[config.mk]
export PLATFORM = sky130hd
export DESIGN_NAME = keyarb
export DESIGN_NICKNAME = d
export VERILOG_FILES = /design/src/rtl/keyarb.sv
export SDC_FILE = /design/constraint.sdc
export NUM_CORES = 1
export LEC_CHECK = 0
export CORE_MARGIN = 2
export CORE_UTILIZATION = 55
export CTS_BUF_LIST = sky130_fd_sc_hd__clkbuf_8
export CTS_CLUSTER_DIAMETER = 40
export DETAILED_ROUTE_END_ITERATION = 8
export PLACE_DENSITY = 0.9
export SETUP_SLACK_MARGIN = 0.5
export SLEW_MARGIN = 20
export SYNTH_ARGS = -nofsm -noshare
export SYNTH_HDL_FRONTEND = slang
export SYNTH_SLANG_ARGS = --single-unit
[constraint.sdc]
create_clock -name clk -period 2.8 [get_ports clk]
set_input_delay 0.56 -clock clk [delete_from_list [all_inputs] [get_ports clk]]
set_output_delay 0.56 -clock clk [all_outputs]
set_load 0.05 [all_outputs]
[src/rtl/keyarb.sv]
// keyarb: N-channel keyed request arbiter issuing round-robin to the ALU and waiting for the key echo.
// Optional macro KEYARB_TIMEOUT_EN adds a WAIT-state abort after TIMEOUT cycles.
`ifndef OPCODE_SIZE
`define OPCODE_SIZE 4
`endif
`ifndef KEY_SIZE
`define KEY_SIZE 8
`endif
`ifndef OPERAND_SIZE
`define OPERAND_SIZE 32
`endif

module keyarb #(
    parameter int unsigned NINPUTS = 4,
    parameter int unsigned TIMEOUT = 255
) (
    input  logic                               clk,
    input  logic                               rst,
    input  logic [NINPUTS*`OPCODE_SIZE-1:0]    op_i,
    input  logic [NINPUTS*`KEY_SIZE-1:0]       key_i,
    input  logic [NINPUTS*`OPERAND_SIZE-1:0]   A_i,
    input  logic [NINPUTS*`OPERAND_SIZE-1:0]   B_i,
    input  logic [`KEY_SIZE-1:0]               keyback_i,
    output logic [`OPCODE_SIZE-1:0]            op_o,
    output logic [`KEY_SIZE-1:0]               key_o,
    output logic [`OPERAND_SIZE-1:0]           A_o,
    output logic [`OPERAND_SIZE-1:0]           B_o,
    output logic                               valid_o,
    output logic [NINPUTS-1:0]                 grant_o,
    output logic [NINPUTS-1:0]                 done_o,
    output logic [NINPUTS-1:0]                 overrun_o,
    output logic                               timeout_o
);
    localparam int unsigned OW = `OPCODE_SIZE;
    localparam int unsigned KW = `KEY_SIZE;
    localparam int unsigned DW = `OPERAND_SIZE;
    localparam int unsigned RW = (NINPUTS > 1) ? $clog2(NINPUTS) : 1;

    if (NINPUTS == 0) begin : g_bad_ninputs
        $fatal(1, "keyarb: NINPUTS must be at least 1");
    end
    if (TIMEOUT < 1) begin : g_bad_timeout
        $fatal(1, "keyarb: TIMEOUT must be at least 1");
    end

    typedef enum logic {S_IDLE, S_WAIT} state_e;

    state_e                     state_q, state_d;
    logic [NINPUTS-1:0][OW-1:0] slot_op_q;
    logic [NINPUTS-1:0][DW-1:0] slot_a_q, slot_b_q;
    logic [NINPUTS-1:0][KW-1:0] key_buff_q;
    logic [NINPUTS-1:0]         pending_q, overrun_q, chg, issue_oh;
    logic [RW-1:0]              rr_q, rr_d, pick_idx;
    logic                       pick_found;
    logic [OW-1:0]              op_q, op_d;
    logic [KW-1:0]              key_q, key_d;
    logic [DW-1:0]              a_q, a_d, b_q, b_d;
    logic                       valid_q, valid_d;
    logic [NINPUTS-1:0]         grant_q, grant_d, done_q, done_d;

`ifdef KEYARB_TIMEOUT_EN
    localparam int unsigned CW = $clog2(TIMEOUT + 1);
    logic [CW-1:0] cnt_q, cnt_d;
    logic          timeout_q, timeout_d;
`endif

    always_comb begin
        chg = '0;
        for (int unsigned i = 0; i < NINPUTS; i++) begin
            chg[i] = (key_i[i*KW +: KW] != key_buff_q[i]);
        end
    end

    always_comb begin
        int unsigned idx;
        idx        = 0;
        pick_found = 1'b0;
        pick_idx   = '0;
        for (int unsigned k = 1; k <= NINPUTS; k++) begin
            idx = (32'(rr_q) + k) % NINPUTS;
            if (!pick_found && pending_q[RW'(idx)]) begin
                pick_found = 1'b1;
                pick_idx   = RW'(idx);
            end
        end
    end

    always_comb begin
        state_d  = state_q;
        rr_d     = rr_q;
        op_d     = op_q;
        key_d    = key_q;
        a_d      = a_q;
        b_d      = b_q;
        valid_d  = 1'b0;
        grant_d  = grant_q;
        done_d   = '0;
        issue_oh = '0;
`ifdef KEYARB_TIMEOUT_EN
        cnt_d     = cnt_q;
        timeout_d = 1'b0;
`endif
        case (state_q)
            S_IDLE: begin
                if (pick_found) begin
                    for (int unsigned j = 0; j < NINPUTS; j++) begin
                        issue_oh[j] = (RW'(j) == pick_idx);
                    end
                    op_d    = slot_op_q[pick_idx];
                    key_d   = key_buff_q[pick_idx];
                    a_d     = slot_a_q[pick_idx];
                    b_d     = slot_b_q[pick_idx];
                    valid_d = 1'b1;
                    grant_d = issue_oh;
                    rr_d    = pick_idx;
                    state_d = S_WAIT;
`ifdef KEYARB_TIMEOUT_EN
                    cnt_d   = '0;
`endif
                end
            end
            S_WAIT: begin
                if (keyback_i == key_q) begin
                    done_d  = grant_q;
                    grant_d = '0;
                    state_d = S_IDLE;
                end
`ifdef KEYARB_TIMEOUT_EN
                else if (cnt_q == CW'(TIMEOUT - 1)) begin
                    timeout_d = 1'b1;
                    grant_d   = '0;
                    state_d   = S_IDLE;
                end else begin
                    cnt_d = cnt_q + 1'b1;
                end
`endif
            end
            default: state_d = S_IDLE;
        endcase
    end

    always_ff @(posedge clk) begin
        if (!rst) begin
            state_q    <= S_IDLE;
            slot_op_q  <= '0;
            slot_a_q   <= '0;
            slot_b_q   <= '0;
            key_buff_q <= '0;
            pending_q  <= '0;
            overrun_q  <= '0;
            rr_q       <= '0;
            op_q       <= '0;
            key_q      <= '0;
            a_q        <= '0;
            b_q        <= '0;
            valid_q    <= 1'b0;
            grant_q    <= '0;
            done_q     <= '0;
`ifdef KEYARB_TIMEOUT_EN
            cnt_q      <= '0;
            timeout_q  <= 1'b0;
`endif
        end else begin
            state_q   <= state_d;
            rr_q      <= rr_d;
            op_q      <= op_d;
            key_q     <= key_d;
            a_q       <= a_d;
            b_q       <= b_d;
            valid_q   <= valid_d;
            grant_q   <= grant_d;
            done_q    <= done_d;
            pending_q <= (pending_q & ~issue_oh) | chg;
            // A slot issued on this edge is read out before the recapture, so no data is lost there
            overrun_q <= overrun_q | (chg & pending_q & ~issue_oh);
            for (int unsigned i = 0; i < NINPUTS; i++) begin
                if (chg[i]) begin
                    slot_op_q[i]  <= op_i[i*OW +: OW];
                    slot_a_q[i]   <= A_i[i*DW +: DW];
                    slot_b_q[i]   <= B_i[i*DW +: DW];
                    key_buff_q[i] <= key_i[i*KW +: KW];
                end
            end
`ifdef KEYARB_TIMEOUT_EN
            cnt_q     <= cnt_d;
            timeout_q <= timeout_d;
`endif
        end
    end

    assign op_o      = op_q;
    assign key_o     = key_q;
    assign A_o       = a_q;
    assign B_o       = b_q;
    assign valid_o   = valid_q;
    assign grant_o   = grant_q;
    assign done_o    = done_q;
    assign overrun_o = overrun_q;
`ifdef KEYARB_TIMEOUT_EN
    assign timeout_o = timeout_q;
`else
    assign timeout_o = 1'b0;
`endif

endmodule
# Word-level counts from Yosys, hierarchy flattened
# Cells that the tools add are included.
totals:
  ff_bits: 400
  in_bits: 314
classes:
  addsub: 4
  order_cmp: 5
  n_eq_ne: 10
  muxes: 32
  bitwise: 8
  reduce_logical: 11
op_table:
  columns: ["op", "n"]
  rows:
  - ["binary-select mux 32 bit (select 2 bit)", 2]
  - ["two-way mux 32 bit", 2]
  - ["!= test 8 bit", 4]
  - ["two-way mux 4 bit", 5]
  - ["binary-select mux 8 bit (select 2 bit)", 1]
  - ["< comparator 2 x 3 -> 1 bit (second input constant)", 5]
  - ["bitwise AND 4 bit", 3]
  - ["two-way mux 1 bit", 10]
  - ["binary-select mux 1 bit (select 2 bit)", 4]
  - ["binary-select mux 4 bit (select 2 bit)", 1]
  - ["equality test 8 bit", 1]
  - ["two-way mux 2 bit", 4]
  - ["two-way mux 8 bit", 1]
  - ["OR 4 bit", 2]
  - ["one-hot mux 4 bit (2 select lines)", 1]
  - ["adder 2 x 1 -> 2 bit (second input constant)", 2]
  - ["adder 2 bit (second input constant)", 2]
  - ["equality test 2 bit (first input constant)", 2]
  - ["NOT 4 bit", 1]
  - ["AND reduction 2 bit", 2]
  - ["logical AND 1 bit", 3]
  - ["logical NOT 1 bit", 3]
  - ["AND reduction 3 bit", 1]
  - ["equality test 1 x 2 -> 1 bit (first input constant)", 1]
  - ["6 further kinds", 7]

# Longest topological paths before layout
logic_depth:
  ltp_word: 19
  ltp_mapped: 8

# Worst setup path after synthesis
# No wires, ideal clock.
synth_path:
  path_kind: "input to register"
  from: "input port key_i[22]"
  to: "register slot_a_q[85] (netlist bit)"
  setup_ns: 0.128
  arrival_ns: 1.799
  required_time_ns: 2.672
  path_slack_ns: 0.873
  path_stages: 7
  path_cell_list: "xor2_1 -> nor4_1 -> nand2_1 -> buf_2 -> buf_2 -> mux2i_1 -> nor2_1"
synth_via:
  elab_chain_cells: 1
synth_rtl:
  columns: ["element", "line_no", "source"]
  rows:
  - ["start: declaration", "20", "input logic [NINPUTS*`KEY_SIZE-1:0] key_i,"]
  - ["!= test 8 bit", "70", "chg[i] = (key_i[i*KW +: KW] != key_buff_q[i]);"]
  - ["end signal: indexed assignment", "179", "slot_a_q[i] <= A_i[i*DW +: DW];"]
  - ["end: declaration", "50", "logic [NINPUTS-1:0][DW-1:0] slot_a_q, slot_b_q;"]
# Every way passes these cells.
# A chain may end at the register's enable or synchronous reset.

# Worst setup path in the final report
layout_path:
  from: "register b_q[8], in the netlist B_o[8]"
  to: "output port B_o[8]"
layout_rtl:
  columns: ["element", "line_no", "source"]
  rows:
  - ["start: declaration", "57", "logic [DW-1:0] a_q, a_d, b_q, b_d;"]
  - ["start signal: assignment", "155", "b_q <= '0;"]
  - ["start signal: assignment", "169", "b_q <= b_d;"]
  - ["end: declaration", "27", "output logic [`OPERAND_SIZE-1:0] B_o,"]
# No word-level cell between the ends.

==> flow_metrics.py <==
metrics = {
    "outcome": {
        "outcome": "finished clean",
    },
    "grt": {
        "antenna_found_initial": 7,
        "grtUsageMet3_pct": 7.87,
        "grt_overflow_total": 0,
        "grt_max_degree": 130,
        "grt-busiest-layer": "met2",
        "met2_usage_pct": 56.1,
        "grt_pass1_wl_um": 77700,
        "grtUsageMet1_pct": 35.9,
        "grt_usage_pct": 32.6,
        "grt_pass1_vias": 14500,
    },
    "cts": {
        "clk_path_buf_depth": 3,
        "htree_levels": 3,
        "clock-sinks": 400,
        "cts.clk_slew.worst_paths_ns": 0.06,
        "cts_root_buffer": "clkbuf_8",
        "numCtsBuffers": 66,
        "clk_latency_ns": 0.58,
        "cts_hold_buf": 0,
        "post_cts.repair.setup_buffers": 0,
        "cts_tree": "done",
    },
    "synthesis": {
        "synth_top_area_share_pct": 50.6,
        "yosys_warnings": 0,
        "synth-main-ff-cell": "dfxtp_1",
        "synth_edf_count": 0,
        "yosysMostFrequentCell": "dfxtp_1",
        "syn_nets": 1881,
        "syn-mean-instance-area_um2": 10.1,
        "netlist_instances": 1567,
        "ys_async_sr_fraction_pct": 0,
        "syn_area_mm2": 0.0158,
        "ys_ff_latch": 400,
        "synthTopCellsByArea": "dfxtp_1, mux2i_1, nor2_1, nand2_1, xor2_1",
        "yosysSeqAreaShare_pct": 50.6,
        "ys_types": 45,
        "synth_largest_area_cell": "dfxtp_1",
        "synthTopCellsByCount": "dfxtp_1, mux2i_1, nor2_1, nand2_1, buf_2",
    },
    "placed_design": {
        "dp_hpwl_um": 33000,
        "io_buffers": 402,
        "gp_congestion": 0.886,
    },
    "worst_hold_path": {
        "min_path_type": "reg -> reg",
    },
    "die": {
        "core-area_mm2": 0.0285,
        "fp-row-count": 62,
        "die_h_um": 174,
        "start_util_pct": 55.5,
        "die_w_um": 174,
        "die_area_mm2": 0.0301,
        "ios": 404,
    },
    "critical_path": {
        "worst-path-buf-inv": 1,
        "cp-start-kind": "flip-flop",
        "critPathKind": "reg -> out",
        "cp_max_fo": 2,
        "cp_slowest_cell": "clkdlybuf4s50_1",
        "slowest_delay_ns": 0.82,
        "cp_cell_sequence": "clkdlybuf4s50_1",
        "cp.arrival_ns": 1.71,
        "path_delay_family": "buffers and inverters",
        "cp-end-kind": "primary output",
        "timing.critical_path.required_ns": 2.24,
    },
    "timing": {
        "rsz0062_at_grt": "no",
        "fin_crit_sh_pct": 81.0,
        "period_minus_slack_ns": 2.27,
        "worst_pin_slew_ns": 0.719,
        "final_max_slew_viol_count": 0,
        "finalHoldViolCount": 0,
        "clock_skew_ns": 0.0403,
        "max_slew_margin_pct": 52.1,
        "whs_ns": 0.451,
        "setup_tns_ns": 0,
        "setup_viol": 0,
        "fmax_mhz": 441,
    },
    "power": {
        "seq_power_share_pct": 46.9,
        "power_density_mw_per_mm2": 622,
        "p_leak_nw": 11.2,
        "clkPwrFrac_pct": 37.4,
        "power.switching_mw": 3.72,
        "switching_share_pct": 27.8,
        "p_int_mw": 9.65,
        "p_comb_share_pct": 15.7,
        "ir_drop_uv": 402,
    },
    "detailed_routing": {
        "wl_per_cell_um": 21.3,
        "antenna_left": 0,
        "route.detailed.drc": 0,
        "dr.pass1.iters": 5,
        "routed_via_density": 5.76,
        "drtIter0Drc": 1016,
        "num_vias": 13800,
        "wirelength_um": 51100,
    },
    "cells_and_area": {
        "drive_gt1_share_pct": 7.08,
        "layout.nets": 2273,
        "fillers": 1882,
        "synthToLayoutAreaGrowth_pct": 35.8,
        "fin_util_pct": 75.4,
    },
    "job": {
        "maxCapViolations": 0,
    },
}
[sequential cells by signal, indices dropped and copies added, names as in the netlist]
name and flops:
grant_o 4, done_o 4, key_o 8, op_o 4, A_o 32, B_o 32
valid_o 1, pending_q 4, slot_op_q 16, overrun_o 4, slot_a_q 128, state_q 1
rr_q 2, slot_b_q 128, key_buff_q 32
[final cells by class]
cell class              count  area (µm²)  share of cell area (%)
clock inverters            39         233                    1.08
multi-input cells        1052        7330                    34.1
flip-flops and latches    400        8010                    37.3
repair buffers            433        4340                    20.2
diodes                      7        17.5                  0.0816
clock buffers              76        1050                    4.87
well taps                 384         480                    2.24
inverters                   6        30.0                   0.140
[cells in the final DEF, fill, tap and decap left out, types with 2 or more instances in the layout]
cell             count
and2_1              36
nand2_1            126
inv_1               31
clkinv_2             3
nand2_2              3
buf_4               18
o31ai_1              7
nor4_1               9
and3_1               7
a211o_1             36
nor2_1             282
clkbuf_8            76
inv_6                3
o221ai_1            37
a21oi_1             44
o32ai_1              2
mux2i_1            346
dlygate4sd2_1       73
a22o_1              37
nor2_4               2
nand3_1              3
xor2_1              39
a32oi_1              3
nor3_2               2
clkinvlp_4           4
dlymetal6s2s_1       7
nand2b_1             5
buf_12              12
dfxtp_1            400
diode_2              7
clkdlybuf4s50_1    322
bufinv_16            2
nand2_4              4
[through the flow]
step	cells	power (mW)	setup WS, ns	area [µm²]
6_report	2397	13.4	0.533	21500
5_1_grt	2396	13.8	0.490	21500
4_1_cts	2389	13.4	0.501	21400
3_5_place_dp	2274	8.48	0.136	20200
3_3_place_gp	2274	8.41	0.196	20200
2_1_floorplan	1567	7.49	0.873	15800
[worst paths after layout]
path / start / slack [ns] / endpoint / cells after the start
worst max register to register: pending_q[1] / 0.54 / B_o[26] / 8
worst min-delay path: slot_b_q[67] / 0.45 / B_o[3] / 1
worst max-delay path: B_o[8] / 0.53 / B_o[8] / 1
worst min register to register: slot_b_q[67] / 0.45 / B_o[3] / 1
[logic make-up (layout without fill, tap and decap cells)]
| kind of cell | Yosys count | count (layout) | synth area share, % |
|---|---|---|---|
| buffers and inverters | 116 | 554 | 3.55 |
| flip-flops | 400 | 400 | 50.6 |
| AND/OR/NAND/NOR | 489 | 489 | 12.9 |
| XOR/XNOR | 40 | 40 | 2.22 |
| other | 1 | 8 | 0.0237 |
| AO/OA/AOI/OAI | 175 | 176 | 8.74 |
| multiplexers | 346 | 346 | 21.9 |
[metal layers]
metal / wire length, µm / up-vias / part of all wire (%)
li1: - / 6223 / -
met1: 19100 / 6651 / 37
met2: 24900 / 730 / 49
met3: 3940 / 203 / 7.7
met4: 3220 / 2 / 6.3
met5: 16 / - / 0.031
[power by group through the flow]
stage	Sequential, mW	Clock, mW	Combinational (mW)
floorplan	6.65	0	0.839
global placement	6.36	0	2.05
detailed placement	6.38	0	2.10
CTS	6.26	5.03	2.07
global route	6.30	5.31	2.20
finish	6.27	5.00	2.10
[repair_timing]
action,CTS,global route
pin swaps,0,1
setup endpoints to repair,93,65
cloned,0,1
resized for setup,74,12
(Power assumes the default switching activity.)
